File: src/rtl/ps2_arrow_decoder.sv
// rtl/ps2_arrow_decoder.sv - PS/2 receiver decoding arrow-key make/break into btnstate
// Define WASD_EN to also map the W/S/A/D scan codes onto the four directions.

module ps2_arrow_decoder #(
   parameter int         TIMEOUT_CYCLES = 5000,
   parameter logic [3:0] IDLE_CODE      = 4'b1111
) (
   input  logic       clk,
   input  logic       rst_n,
   input  logic       ps2_clk,
   input  logic       ps2_data,
   output logic [3:0] btnstate,
   output logic       key_valid,
   output logic       frame_err
);

   localparam int            TW       = $clog2(TIMEOUT_CYCLES + 1);
   localparam logic [TW-1:0] TMO_LAST = TW'(TIMEOUT_CYCLES - 1);

   typedef enum logic [1:0] {
      S_IDLE,
      S_DATA,
      S_PARITY,
      S_STOP
   } rx_state_t;

   rx_state_t     state, next_state;
   logic [1:0]    clk_sync, data_sync;
   logic          clk_prev;
   logic          fall, din;
   logic [2:0]    bit_cnt;
   logic [7:0]    shift_reg;
   logic          parity_bit;
   logic [TW-1:0] tmo_cnt;
   logic          byte_ok, byte_bad, timeout;
   logic          byte_ready;
   logic [7:0]    rx_byte;
   logic          ext, brk;
   logic          map_hit;
   logic [1:0]    map_dir;

   assign din  = data_sync[1];
   assign fall = clk_prev & ~clk_sync[1];

   // Lines idle high, so reset the synchronisers high to avoid a phantom edge.
   always_ff @(posedge clk) begin
      if (!rst_n) begin
         clk_sync  <= 2'b11;
         data_sync <= 2'b11;
         clk_prev  <= 1'b1;
      end else begin
         clk_sync  <= {clk_sync[0], ps2_clk};
         data_sync <= {data_sync[0], ps2_data};
         clk_prev  <= clk_sync[1];
      end
   end

   always_comb begin
      next_state = state;
      byte_ok    = 1'b0;
      byte_bad   = 1'b0;
      timeout    = 1'b0;
      if (state != S_IDLE && !fall && tmo_cnt == TMO_LAST) begin
         timeout    = 1'b1;
         next_state = S_IDLE;
      end else if (fall) begin
         case (state)
            S_IDLE:   if (!din) next_state = S_DATA;
            S_DATA:   if (bit_cnt == 3'd7) next_state = S_PARITY;
            S_PARITY: next_state = S_STOP;
            S_STOP: begin
               next_state = S_IDLE;
               if (din && (^{shift_reg, parity_bit}))
                  byte_ok = 1'b1;
               else
                  byte_bad = 1'b1;
            end
            default:  next_state = S_IDLE;
         endcase
      end
   end

   always_ff @(posedge clk) begin
      if (!rst_n) begin
         state      <= S_IDLE;
         bit_cnt    <= 3'd0;
         shift_reg  <= 8'd0;
         parity_bit <= 1'b0;
         tmo_cnt    <= '0;
         byte_ready <= 1'b0;
         rx_byte    <= 8'd0;
         frame_err  <= 1'b0;
      end else begin
         state      <= next_state;
         byte_ready <= byte_ok;
         frame_err  <= byte_bad | timeout;
         if (byte_ok)
            rx_byte <= shift_reg;
         if (fall || timeout || state == S_IDLE)
            tmo_cnt <= '0;
         else
            tmo_cnt <= tmo_cnt + TW'(1);
         if (fall && !timeout) begin
            case (state)
               S_IDLE:   bit_cnt <= 3'd0;
               S_DATA: begin
                  shift_reg <= {din, shift_reg[7:1]};
                  bit_cnt   <= bit_cnt + 3'd1;
               end
               S_PARITY: parity_bit <= din;
               default:  ;
            endcase
         end
      end
   end

   // Direction index doubles as the low two bits of the btnstate code.
   always_comb begin
      map_hit = 1'b0;
      map_dir = 2'd0;
      if (ext) begin
         case (rx_byte)
            8'h75:   begin map_hit = 1'b1; map_dir = 2'd0; end
            8'h72:   begin map_hit = 1'b1; map_dir = 2'd1; end
            8'h6B:   begin map_hit = 1'b1; map_dir = 2'd2; end
            8'h74:   begin map_hit = 1'b1; map_dir = 2'd3; end
            default: ;
         endcase
      end
`ifdef WASD_EN
      else begin
         case (rx_byte)
            8'h1D:   begin map_hit = 1'b1; map_dir = 2'd0; end
            8'h1B:   begin map_hit = 1'b1; map_dir = 2'd1; end
            8'h1C:   begin map_hit = 1'b1; map_dir = 2'd2; end
            8'h23:   begin map_hit = 1'b1; map_dir = 2'd3; end
            default: ;
         endcase
      end
`endif
   end

   always_ff @(posedge clk) begin
      if (!rst_n) begin
         btnstate  <= IDLE_CODE;
         key_valid <= 1'b0;
         ext       <= 1'b0;
         brk       <= 1'b0;
      end else begin
         key_valid <= 1'b0;
         if (byte_ready) begin
            if (rx_byte == 8'hE0) begin
               ext <= 1'b1;
            end else if (rx_byte == 8'hF0) begin
               brk <= 1'b1;
            end else begin
               ext <= 1'b0;
               brk <= 1'b0;
               if (map_hit) begin
                  if (!brk && btnstate != {2'b00, map_dir}) begin
                     btnstate  <= {2'b00, map_dir};
                     key_valid <= 1'b1;
                  end else if (brk && btnstate == {2'b00, map_dir}) begin
                     btnstate  <= IDLE_CODE;
                     key_valid <= 1'b1;
                  end
               end
            end
         end
         if (byte_bad || timeout) begin
            ext <= 1'b0;
            brk <= 1'b0;
         end
      end
   end

endmodule

File: config.mk
export PLATFORM = sky130hd
export DESIGN_NAME = ps2_arrow_decoder
export DESIGN_NICKNAME = d
export VERILOG_FILES = /design/src/rtl/ps2_arrow_decoder.sv
export SDC_FILE = /design/constraint.sdc
export NUM_CORES = 1
export LEC_CHECK = 0
export BUFFER_PORTS_ARGS = -buffer_cell sky130_fd_sc_hd__buf_2
export CORE_MARGIN = 1
export CORE_UTILIZATION = 48
export DETAILED_ROUTE_END_ITERATION = 8
export REMOVE_ABC_BUFFERS = 1
export SLEW_MARGIN = 20
export SYNTH_ARGS = -nofsm -noshare
export SYNTH_HDL_FRONTEND = slang
export SYNTH_SLANG_ARGS = --single-unit
File: constraint.sdc
create_clock -name clk -period 5.05 [get_ports clk]
set_input_delay 1.01 -clock clk [delete_from_list [all_inputs] [get_ports clk]]
set_output_delay 1.01 -clock clk [all_outputs]
set_load 0.005 [all_outputs]
==> metrics.yaml, run 1 <==
status: "finished, final reports clean"
final-setup-viol-count: 0
cts_resized: 0
hpwl_mm: 2.60
seqPwrFrac_pct: 56.8
synth-edff-count: 0
r2r_end: "btnstate[0]"
synth_area_per_cell_um2: 8.83
clock_sinks: 48
grt_max_degree: 30
wl_met2_mm: 1.46
fmax_mhz: 357
numCtsBuffers: 5
portBuffers: 9
fin_crit_sh_pct: 55.5
hold_end: "clk_sync[1]"
cp_common_cell: "or3b_1"
nNetsFinal: 259
p_leak_nw: 0.814
vdd.ir_drop.worst_uv: 153
vias_per_cell: 5.10
yosysTopAreaCell: "dfxtp_1"
synthTopCellsByArea: "dfxtp_1, nand2_1, ha_1"
antenna_found_initial: 0
cp.arrival_ns: 2.97
ys_top_cells_by_count: "dfxtp_1, nand2_1, nor2_1"
grt_remaining_overflow: 0
wirelength_mm: 3.74
first_pass_iters: 4
grt_pass1_vias: 1335
hold_path.class: "reg -> reg"
hold_viol_final: 0
core_um2: 4120
yosysUniqueCellTypes: 38
dp_slack_ns: 2.26
p_per_area_nw_per_um2: 293
initial_utilization_pct: 51.5
cts_tree: "done"
ios: 10
fin_crit_ns: 2.80
rsz0062_at_grt: "no"
clk_pin_slew_ns: 0.10
synth_top_area_share_pct: 45.4
rrSetupSlack_ns: 2.25
slowest_stage: "dfxtp_1"
ys_seq_area_share_pct: 45.4
num_antenna_cells: 0
rows: 23
drc: 0
chipWidth_um: 68.4
die-area_um2: 4680
grt_util_all_layers_pct: 18.7
crit_path_start: "rx_byte[4]"
end_kind: "flip-flop"
fin_area_um2: 2290
timing.rr.start: "rx_byte[4]"
area_growth_pct: 8.21
r2r_cells: 9
p_sw_uw: 141
hp-start: "clk_sync[0]"
antenna_left: 0
power.share.combinational_pct: 1.7
cts_max_path_buffers: 2
yosysMostFrequentCell: "dfxtp_1"
holdBufCountCts: 0
worstSetupPathType: "reg -> reg"
drt_iter0_drc: 64
dpl_cell_area_um2: 2180
hold_depth: 1
fin_util_pct: 55.7
max_cap_violations: 0
largest_reg_flops: 13
synthCells: 240
startpoint_type: "flip-flop"
cts_setup_buffers: 0
intPower_uw: 530
cp_cell_sequence: "or3b_1 -> or3b_1 -> xnor2_1 -> or3_1 -> ha_1 -> nand3b_1 -> a21oi_1 -> and3_1 -> o21ai_0"
die-height_um: 68.4
p_sw_share_pct: 21.1
fin_skew_ns: 0.0121
slew_violations: 0
ys_async_sr_fraction_pct: 0
clockRootBuffer: "clkbuf_8"
cp_top_family: "simple AND/OR/NAND/NOR gates"
met1_length_mm: 2.12
worst-path-buf-inv: 0
tns_ns: 0
h-tree-depth: 2
tightest_slew_ns: 0.665
yosys_warnings: 0
layout-drive-gt1-share_pct: 6.85
globalplace.congestion: 0.795
synth_area_um2: 2120
cp_max_fo: 7
clkPwrFrac_pct: 41.6
synth_seq_cells: 48
num_vias: 1519
setup_slack_ns: 2.25
synth_top_flop_cell: "dfxtp_1"
routedWlPerCell_um: 12.6
met3_length_um: 94
clk_latency_ns: 0.31
slew_headroom_pct: 55.5
worstPathRequired_ns: 5.22
grt_pass1_wl_mm: 6.29
cpPeakStageDelay_ns: 0.41
top_layer: "met4"
[power groups by stage]
| stage | clock network [mW] | logic [mW] | registers (mW) |
|---|---|---|---|
| 5_1_grt | 0.301 | 0.0128 | 0.382 |
| 4_1_cts | 0.290 | 0.0112 | 0.381 |
| 3_5_place_dp | 0 | 0.0111 | 0.390 |
| 3_3_place_gp | 0 | 0.0113 | 0.390 |
| 2_1_floorplan | 0 | 0.00537 | 0.390 |
| 6_report | 0.279 | 0.0111 | 0.381 |
[how the worst max path moves through the flow]
stage | endpoint | slack [ns] | cells after the start
after floorplan | btnstate[0] | 2.49 | 9
after global placement | btnstate[0] | 2.36 | 9
after detailed placement | btnstate[0] | 2.26 | 9
after CTS | btnstate[0] | 2.24 | 9
after global routing | btnstate[0] | 2.08 | 9
final | btnstate[0] | 2.25 | 9
[worst reg2reg max path, stage by stage, from the launching register on]
cell and delay [ns]:
dfxtp_1 0.41, or3b_1 0.38, or3b_1 0.40, xnor2_1 0.14, or3_1 0.31, ha_1 0.27
nand3b_1 0.15, a21oi_1 0.36, and3_1 0.21, o21ai_0 0.06
[cell type report]
class | count | area (um2)
fill | 410 | 1820
multi-input combinational | 176 | 1090
sequential | 48 | 961
clock buffer | 5 | 68.8
tap | 50 | 62.6
timing repair buffer | 9 | 45.0
clock inverter | 3 | 42.5
inverter | 7 | 26.3
[metal layers]
| layer | up-vias | global-route usage [%] |
|---|---|---|
| li1 | 814 | - |
| met1 | 683 | 26.6 |
| met2 | 17 | 25.9 |
| met3 | 5 | 5.00 |
| met4 | 0 | 8.59 |
| met5 | - | 0 |
[cell families (layout without fill, tap and decap cells)]
family | after synthesis | count (layout) | synth area share [%]
AOI/OAI and AO/OA | 25 | 25 | 6.97
buffers and inverters | 16 | 24 | 3.37
and+or+nand+nor | 114 | 114 | 25.7
adders and majority gates | 8 | 8 | 4.73
DFF | 48 | 48 | 45.4
muxes | 10 | 10 | 4.73
xor gates and xnor gates | 19 | 19 | 9.16
[cells in the final DEF (no fill, tap or decap), drive strengths merged, types with 2 or more instances in the layout]
| cell | netlist | layout |
|---|---|---|
| inv | 7 | 7 |
| o21ai | 4 | 4 |
| mux2i | 10 | 10 |
| dfxtp | 48 | 48 |
| ha | 8 | 8 |
| xnor2 | 11 | 11 |
| nor2 | 26 | 26 |
| nand2 | 45 | 45 |
| or3b | 2 | 2 |
| nor3 | 4 | 4 |
| a22oi | 2 | 2 |
| xor2 | 6 | 6 |
| nand3 | 5 | 5 |
| nand4 | 4 | 4 |
| xnor3 | 2 | 2 |
| nand2b | 7 | 7 |
| and2 | 4 | 4 |
| or3 | 2 | 2 |
| nand3b | 2 | 2 |
| a21oi | 13 | 13 |
| buf | 2 | 9 |
| and3 | 3 | 3 |
| nor4 | 4 | 4 |
| clkbuf | 7 | 5 |
[per-stage QoR]
step           cells  total power [mW]  hold slack (ns)
2_1_floorplan    231             0.395            0.386
3_3_place_gp     290             0.401            0.388
3_5_place_dp     290             0.401            0.392
4_1_cts          298             0.682            0.416
5_1_grt          298             0.695            0.427
6_report         298             0.671            0.414
Power figures use the tool's default switching activity.
==> run 2: changes to the inputs <==
- clock period: 5.05 -> 2.9 ns (I/O delays scaled with it)
==> run 2 against run 1 <==
- sequential cell count stayed put
- clock power up 89%
- combinational power grew 87%
- via count rose by 3.3%
- sequential power increased by 74%
- die area unchanged
- core utilization increased by 0.64 points
- cell area is 1.1% higher
- sequential share of layout area down 0.48 points
- final cell count is 0.34% higher
- worst setup slack got worse by 2.0 ns
- largest cell class unchanged
==> metrics.yaml, run 2 (synthesized netlist as in run 1, its figures left out) <==
drt_iter0_drc: 107  # +67%
portBuffers: 9  # unchanged
grt_remaining_overflow: 0  # unchanged
clock_sinks: 48  # unchanged
core_um2: 4120  # unchanged
hp-start: "data_sync[0]"
vias_per_cell: 5.25  # +2.9%
grt_max_degree: 29  # -3.3%
largest_reg_flops: 13  # unchanged
timing.rr.start: "rx_byte[4]"
cp.arrival_ns: 2.83  # -0.14 ns
num_vias: 1569  # +3.3%
cp_cell_sequence: "or3b_1 -> or3b_1 -> xnor2_1 -> or3_1 -> ha_1 -> nand3b_1 -> a21oi_2 -> and3_1 -> o21ai_0"
vdd.ir_drop.worst_uv: 356  # +130%
dpl_cell_area_um2: 2190  # +0.34%
status: "finished, final reports clean"
drc: 0  # unchanged
hpwl_mm: 2.69  # +3.3%
globalplace.congestion: 0.755  # -5.0%
fin_util_pct: 56.3  # +0.64 points
slew_violations: 0  # unchanged
tns_ns: 0  # unchanged
fin_crit_sh_pct: 91.1  # +36 points
cp_common_cell: "or3b_1"
fmax_mhz: 378  # +6.1%
clockRootBuffer: "clkbuf_8"
die-area_um2: 4680  # unchanged
worstPathRequired_ns: 3.08  # -2.14 ns
num_antenna_cells: 0  # unchanged
holdWs_ns: 0.411  # -0.00317 ns
hold_end: "data_sync[1]"
rsz0062_at_grt: "no"
antenna_found_initial: 0  # unchanged
first_pass_iters: 4  # unchanged
r2r_cells: 9  # unchanged
chipWidth_um: 68.4  # unchanged
grt_pass1_wl_mm: 6.42  # +2.1%
cts_max_path_buffers: 2  # unchanged
initial_utilization_pct: 51.5  # unchanged
fin_cells: 299  # +0.34%
layout-drive-gt1-share_pct: 7.63  # +0.78 points
h-tree-depth: 2  # unchanged
slew_headroom_pct: 58.5  # +2.9 points
worst-path-buf-inv: 0  # unchanged
fin_skew_ns: 0.00704  # -0.00509 ns
worstSetupPathType: "reg -> reg"
final-setup-viol-count: 0  # unchanged
cts_tree: "done"
wirelength_mm: 3.81  # +1.9%
grt_pass1_vias: 1431  # +7.2%
ios: 10  # unchanged
hold_depth: 1  # unchanged
rows: 23  # unchanged
antenna_left: 0  # unchanged
rrSetupSlack_ns: 0.26  # -1.99 ns
mostFrequentLayoutCell: "dfxtp_1"
r2r_end: "btnstate[0]"
dp_slack_ns: 0.150  # -2.11 ns
cts_resized: 0  # unchanged
die-height_um: 68.4  # unchanged
hold_viol_final: 0  # unchanged
cp_max_fo: 7  # unchanged
numCtsBuffers: 5  # unchanged
p_leak_nw: 0.829  # +1.9%
hold_path.class: "reg -> reg"
setup_slack_ns: 0.257  # -1.99 ns
startpoint_type: "flip-flop"
cp_top_family: "simple AND/OR/NAND/NOR gates"
placed_cells: 291  # +0.34%
total_power_mw: 1.21  # +80%
nNetsFinal: 260  # +0.39%
clk_latency_ns: 0.31  # about the same
cts_setup_buffers: 0  # unchanged
max_cap_violations: 0  # unchanged
end_kind: "flip-flop"
holdBufCountCts: 0  # unchanged
area_growth_pct: 9.45
tightest_slew_ns: 0.622  # -0.0438 ns
grt_util_all_layers_pct: 19.1  # +0.37 points
layout_common_cells: "dfxtp_1, nand2_1, nor2_1"
routedWlPerCell_um: 12.7  # +1.5%
slowest_stage: "dfxtp_1"
fin_crit_ns: 2.64  # -0.162 ns
clk_pin_slew_ns: 0.09  # about the same
cpPeakStageDelay_ns: 0.41  # about the same
fin_area_um2: 2320  # +1.1%
p_per_area_nw_per_um2: 522  # +78%
## run 2: changes by cell type in the layout (fill, tap and decap cells not counted), sizes merged
cell and delta:
buf +1, clkbuf +2, clkinvlp -1, clkinv -1
## run 2: area by class of cell
type | count | area [um2]
Timing Repair Buffer | 10 | 52.6
Multi-Input combinational cell | 176 | 1090
Fill cell | 387 | 1800
Clock inverter | 1 | 30.0
Tap cell | 50 | 62.6
Inverter | 7 | 26.3
Clock buffer | 7 | 96.3
Sequential cell | 48 | 961
## run 2: layer usage
metal | share of wire (%) | up-vias | GRT usage (%)
met5 | 0 | - | 0
met4 | 2.4 | 0 | 10.2
met3 | 3.4 | 8 | 4.50
met2 | 40 | 23 | 27.6
met1 | 55 | 725 | 26.0
li1 | - | 813 | -
## run 2: power breakdown
group	internal (mW)	leakage [nW]	total, mW	switching (mW)
Combinational	0.00604	0.377	0.0208	0.0148
Sequential	0.662	0.388	0.664	0.00199
Clock	0.304	0.0645	0.526	0.222
Total	0.972	0.829	1.21	0.239
## run 2: worst max path at each step
| stage | to | start | cells past startpoint | slack [ns] |
|---|---|---|---|---|
| after CTS | btnstate[0] | rx_byte[4] | 9 | 0.13 |
| after global routing | btnstate[0] | rx_byte[4] | 9 | 0.08 |
| final | btnstate[0] | rx_byte[4] | 9 | 0.26 |
| after detailed placement | btnstate[0] | rx_byte[4] | 9 | 0.15 |
| after floorplan | btnstate[0] | rx_byte[4] | 9 | 0.34 |
| after global placement | btnstate[0] | rx_byte[4] | 9 | 0.21 |
## run 2: worst register-to-register path, cell delays in order (launching register included)
cell	delay (ns)
dfxtp_1	0.41
or3b_1	0.38
or3b_1	0.39
xnor2_1	0.13
or3_1	0.30
ha_1	0.27
nand3b_1	0.16
a21oi_2	0.23
and3_1	0.18
o21ai_0	0.06
==> run 3: changes to the inputs <==
- PLACE_DENSITY: unset -> 0.71
==> run 3 against run 2 <==
- critical path depth unchanged
- power decreased by 4.6%
- global-route usage decreased by 2.1 points
- combinational power about the same
- maximum frequency increased by 0.13%
- die area unchanged
- sequential power about the same
- final cell count increased by 0.33%
- non-clock buffer count increased by 1
- worst hold slack improved by 0.0026 ns
- core utilization decreased by 0.27 points
- clock-buffer cell count decreased by 1
- critical path type unchanged
- critical endpoint unchanged
- largest power group unchanged
==> metrics.yaml, run 3 (synthesized netlist as in run 1, its figures left out) <==
status: "finished, final reports clean"
cp_max_fo: 7  # unchanged
end_kind: "flip-flop"
r2r_cells: 9  # unchanged
dp_slack_ns: 0.140  # -0.0102 ns
fin_skew_ns: 0.00771  # +0.000668 ns
clk_pin_slew_ns: 0.09  # about the same
vdd.ir_drop.worst_uv: 208  # -41%
nNetsFinal: 261  # +0.38%
cts_max_path_buffers: 2  # unchanged
core_um2: 4120  # unchanged
tightest_slew_ns: 0.564  # -0.0571 ns
layout_common_cells: "dfxtp_1, nand2_1, nor2_1"
grt_max_degree: 29  # unchanged
portBuffers: 9  # unchanged
wirelength_mm: 3.36  # -12%
hold_end: "data_sync[1]"
layout-drive-gt1-share_pct: 7.60  # -0.031 points
hold_viol_final: 0  # unchanged
fin_crit_sh_pct: 91.0  # -0.12 points
worstPathRequired_ns: 3.07  # about the same
multi_input_area_um2: 1090  # unchanged
die-height_um: 68.4  # unchanged
drt_iter0_drc: 46  # -57%
antenna_left: 0  # unchanged
placed_cells: 292  # +0.34%
drc: 0  # unchanged
startpoint_type: "flip-flop"
first_pass_iters: 4  # unchanged
holdWs_ns: 0.413  # +0.00264 ns
grt_pass1_wl_mm: 5.79  # -9.8%
fin_cells: 300  # +0.33%
rows: 23  # unchanged
routedWlPerCell_um: 11.2  # -12%
clk_latency_ns: 0.30  # about the same
worstSetupPathType: "reg -> reg"
setup_slack_ns: 0.261  # +0.00351 ns
grt_util_all_layers_pct: 17.0  # -2.1 points
max_cap_violations: 0  # unchanged
cp.arrival_ns: 2.81  # -0.02 ns
hpwl_mm: 2.34  # -13%
die-area_um2: 4680  # unchanged
h-tree-depth: 2  # unchanged
fin_util_pct: 56.1  # -0.27 points
rrSetupSlack_ns: 0.26  # about the same
fmax_mhz: 379  # +0.13%
hold_path.class: "reg -> reg"
rsz0062_at_grt: "no"
num_antenna_cells: 0  # unchanged
clock_sinks: 48  # unchanged
slew_violations: 0  # unchanged
hold_depth: 1  # unchanged
chipWidth_um: 68.4  # unchanged
area_growth_pct: 8.92
timing.rr.start: "rx_byte[4]"
largest_reg_flops: 13  # unchanged
clockRootBuffer: "clkbuf_8"
num_vias: 1539  # -1.9%
hp-start: "data_sync[0]"
numCtsBuffers: 5  # unchanged
antenna_found_initial: 0  # unchanged
seqCellArea_um2: 961  # unchanged
ios: 10  # unchanged
fillers: 390  # +0.78%
mostFrequentLayoutCell: "dfxtp_1"
slew_headroom_pct: 62.0  # +3.6 points
initial_utilization_pct: 51.5  # unchanged
fin_crit_ns: 2.64  # -0.00351 ns
grt_pass1_vias: 1327  # -7.3%
cts_tree: "done"
p_leak_nw: 0.825  # -0.48%
tns_ns: 0  # unchanged
final-setup-viol-count: 0  # unchanged
r2r_end: "btnstate[0]"
globalplace.congestion: 0.779  # +3.1%
grt_remaining_overflow: 0  # unchanged
p_per_area_nw_per_um2: 501  # -4.1%
vias_per_cell: 5.13  # -2.2%
==> run 3: cell types whose count changed in the layout (fill, tap and decap cells not counted) <==
| cell | change |
|---|---|
| clkbuf_8 | -2 |
| buf_4 | +1 |
| clkbuf_1 | +1 |
| clkinv_2 | +1 |
==> run 3: per-stage QoR <==
stage / power [mW] / instance area (um2)
floorplan: 0.688 / 2070
global placement: 0.700 / 2200
detailed placement: 0.700 / 2200
CTS: 1.17 / 2300
global route: 1.21 / 2310
finish: 1.16 / 2310
==> run 3: repair_timing <==
action,in CTS,in global routing
buffers inserted,0,0
hold buffers,0,0
endpoints found under the setup margin,0,3
gates resized for setup,0,1
==> run 3: layout make-up <==
class,instances,share of cell area [%]
Multi-Input combinational cell,176,47.2
Sequential cell,48,41.6
Clock buffer,6,3.15
Tap cell,50,2.71
Timing Repair Buffer,11,2.60
Clock inverter,2,1.52
Inverter,7,1.14
==> run 3: worst max-delay path by stage <==
stage / start / to / slack, ns / depth (start not counted)
3_5_place_dp: rx_byte[4] / btnstate[0] / 0.14 / 9
6_report: rx_byte[4] / btnstate[0] / 0.26 / 9
4_1_cts: rx_byte[4] / btnstate[0] / 0.12 / 9
2_1_floorplan: rx_byte[4] / btnstate[0] / 0.34 / 9
5_1_grt: rx_byte[4] / btnstate[0] / 0.09 / 9
3_3_place_gp: rx_byte[4] / btnstate[0] / 0.22 / 9
==> run 3: layer usage <==
layer / track usage (%) / share of wire, %
met5: 0 / 0
met4: 8.59 / 2.2
met3: 4.50 / 3.9
met2: 25.0 / 42
met1: 22.6 / 52
==> run 3: power breakdown <==
| group | internal, mW | switching [mW] | total, mW |
|---|---|---|---|
| sequential | 0.662 | 0.00153 | 0.663 |
| combinational | 0.00669 | 0.0141 | 0.0208 |
| clock | 0.256 | 0.216 | 0.472 |
==> run 3: critical path, stage by stage, from the launching register on <==
cell,delay (ns)
dfxtp_1,0.40
or3b_1,0.38
or3b_1,0.39
xnor2_1,0.13
or3_1,0.31
ha_1,0.27
nand3b_1,0.16
a21oi_2,0.22
and3_1,0.18
o21ai_0,0.06
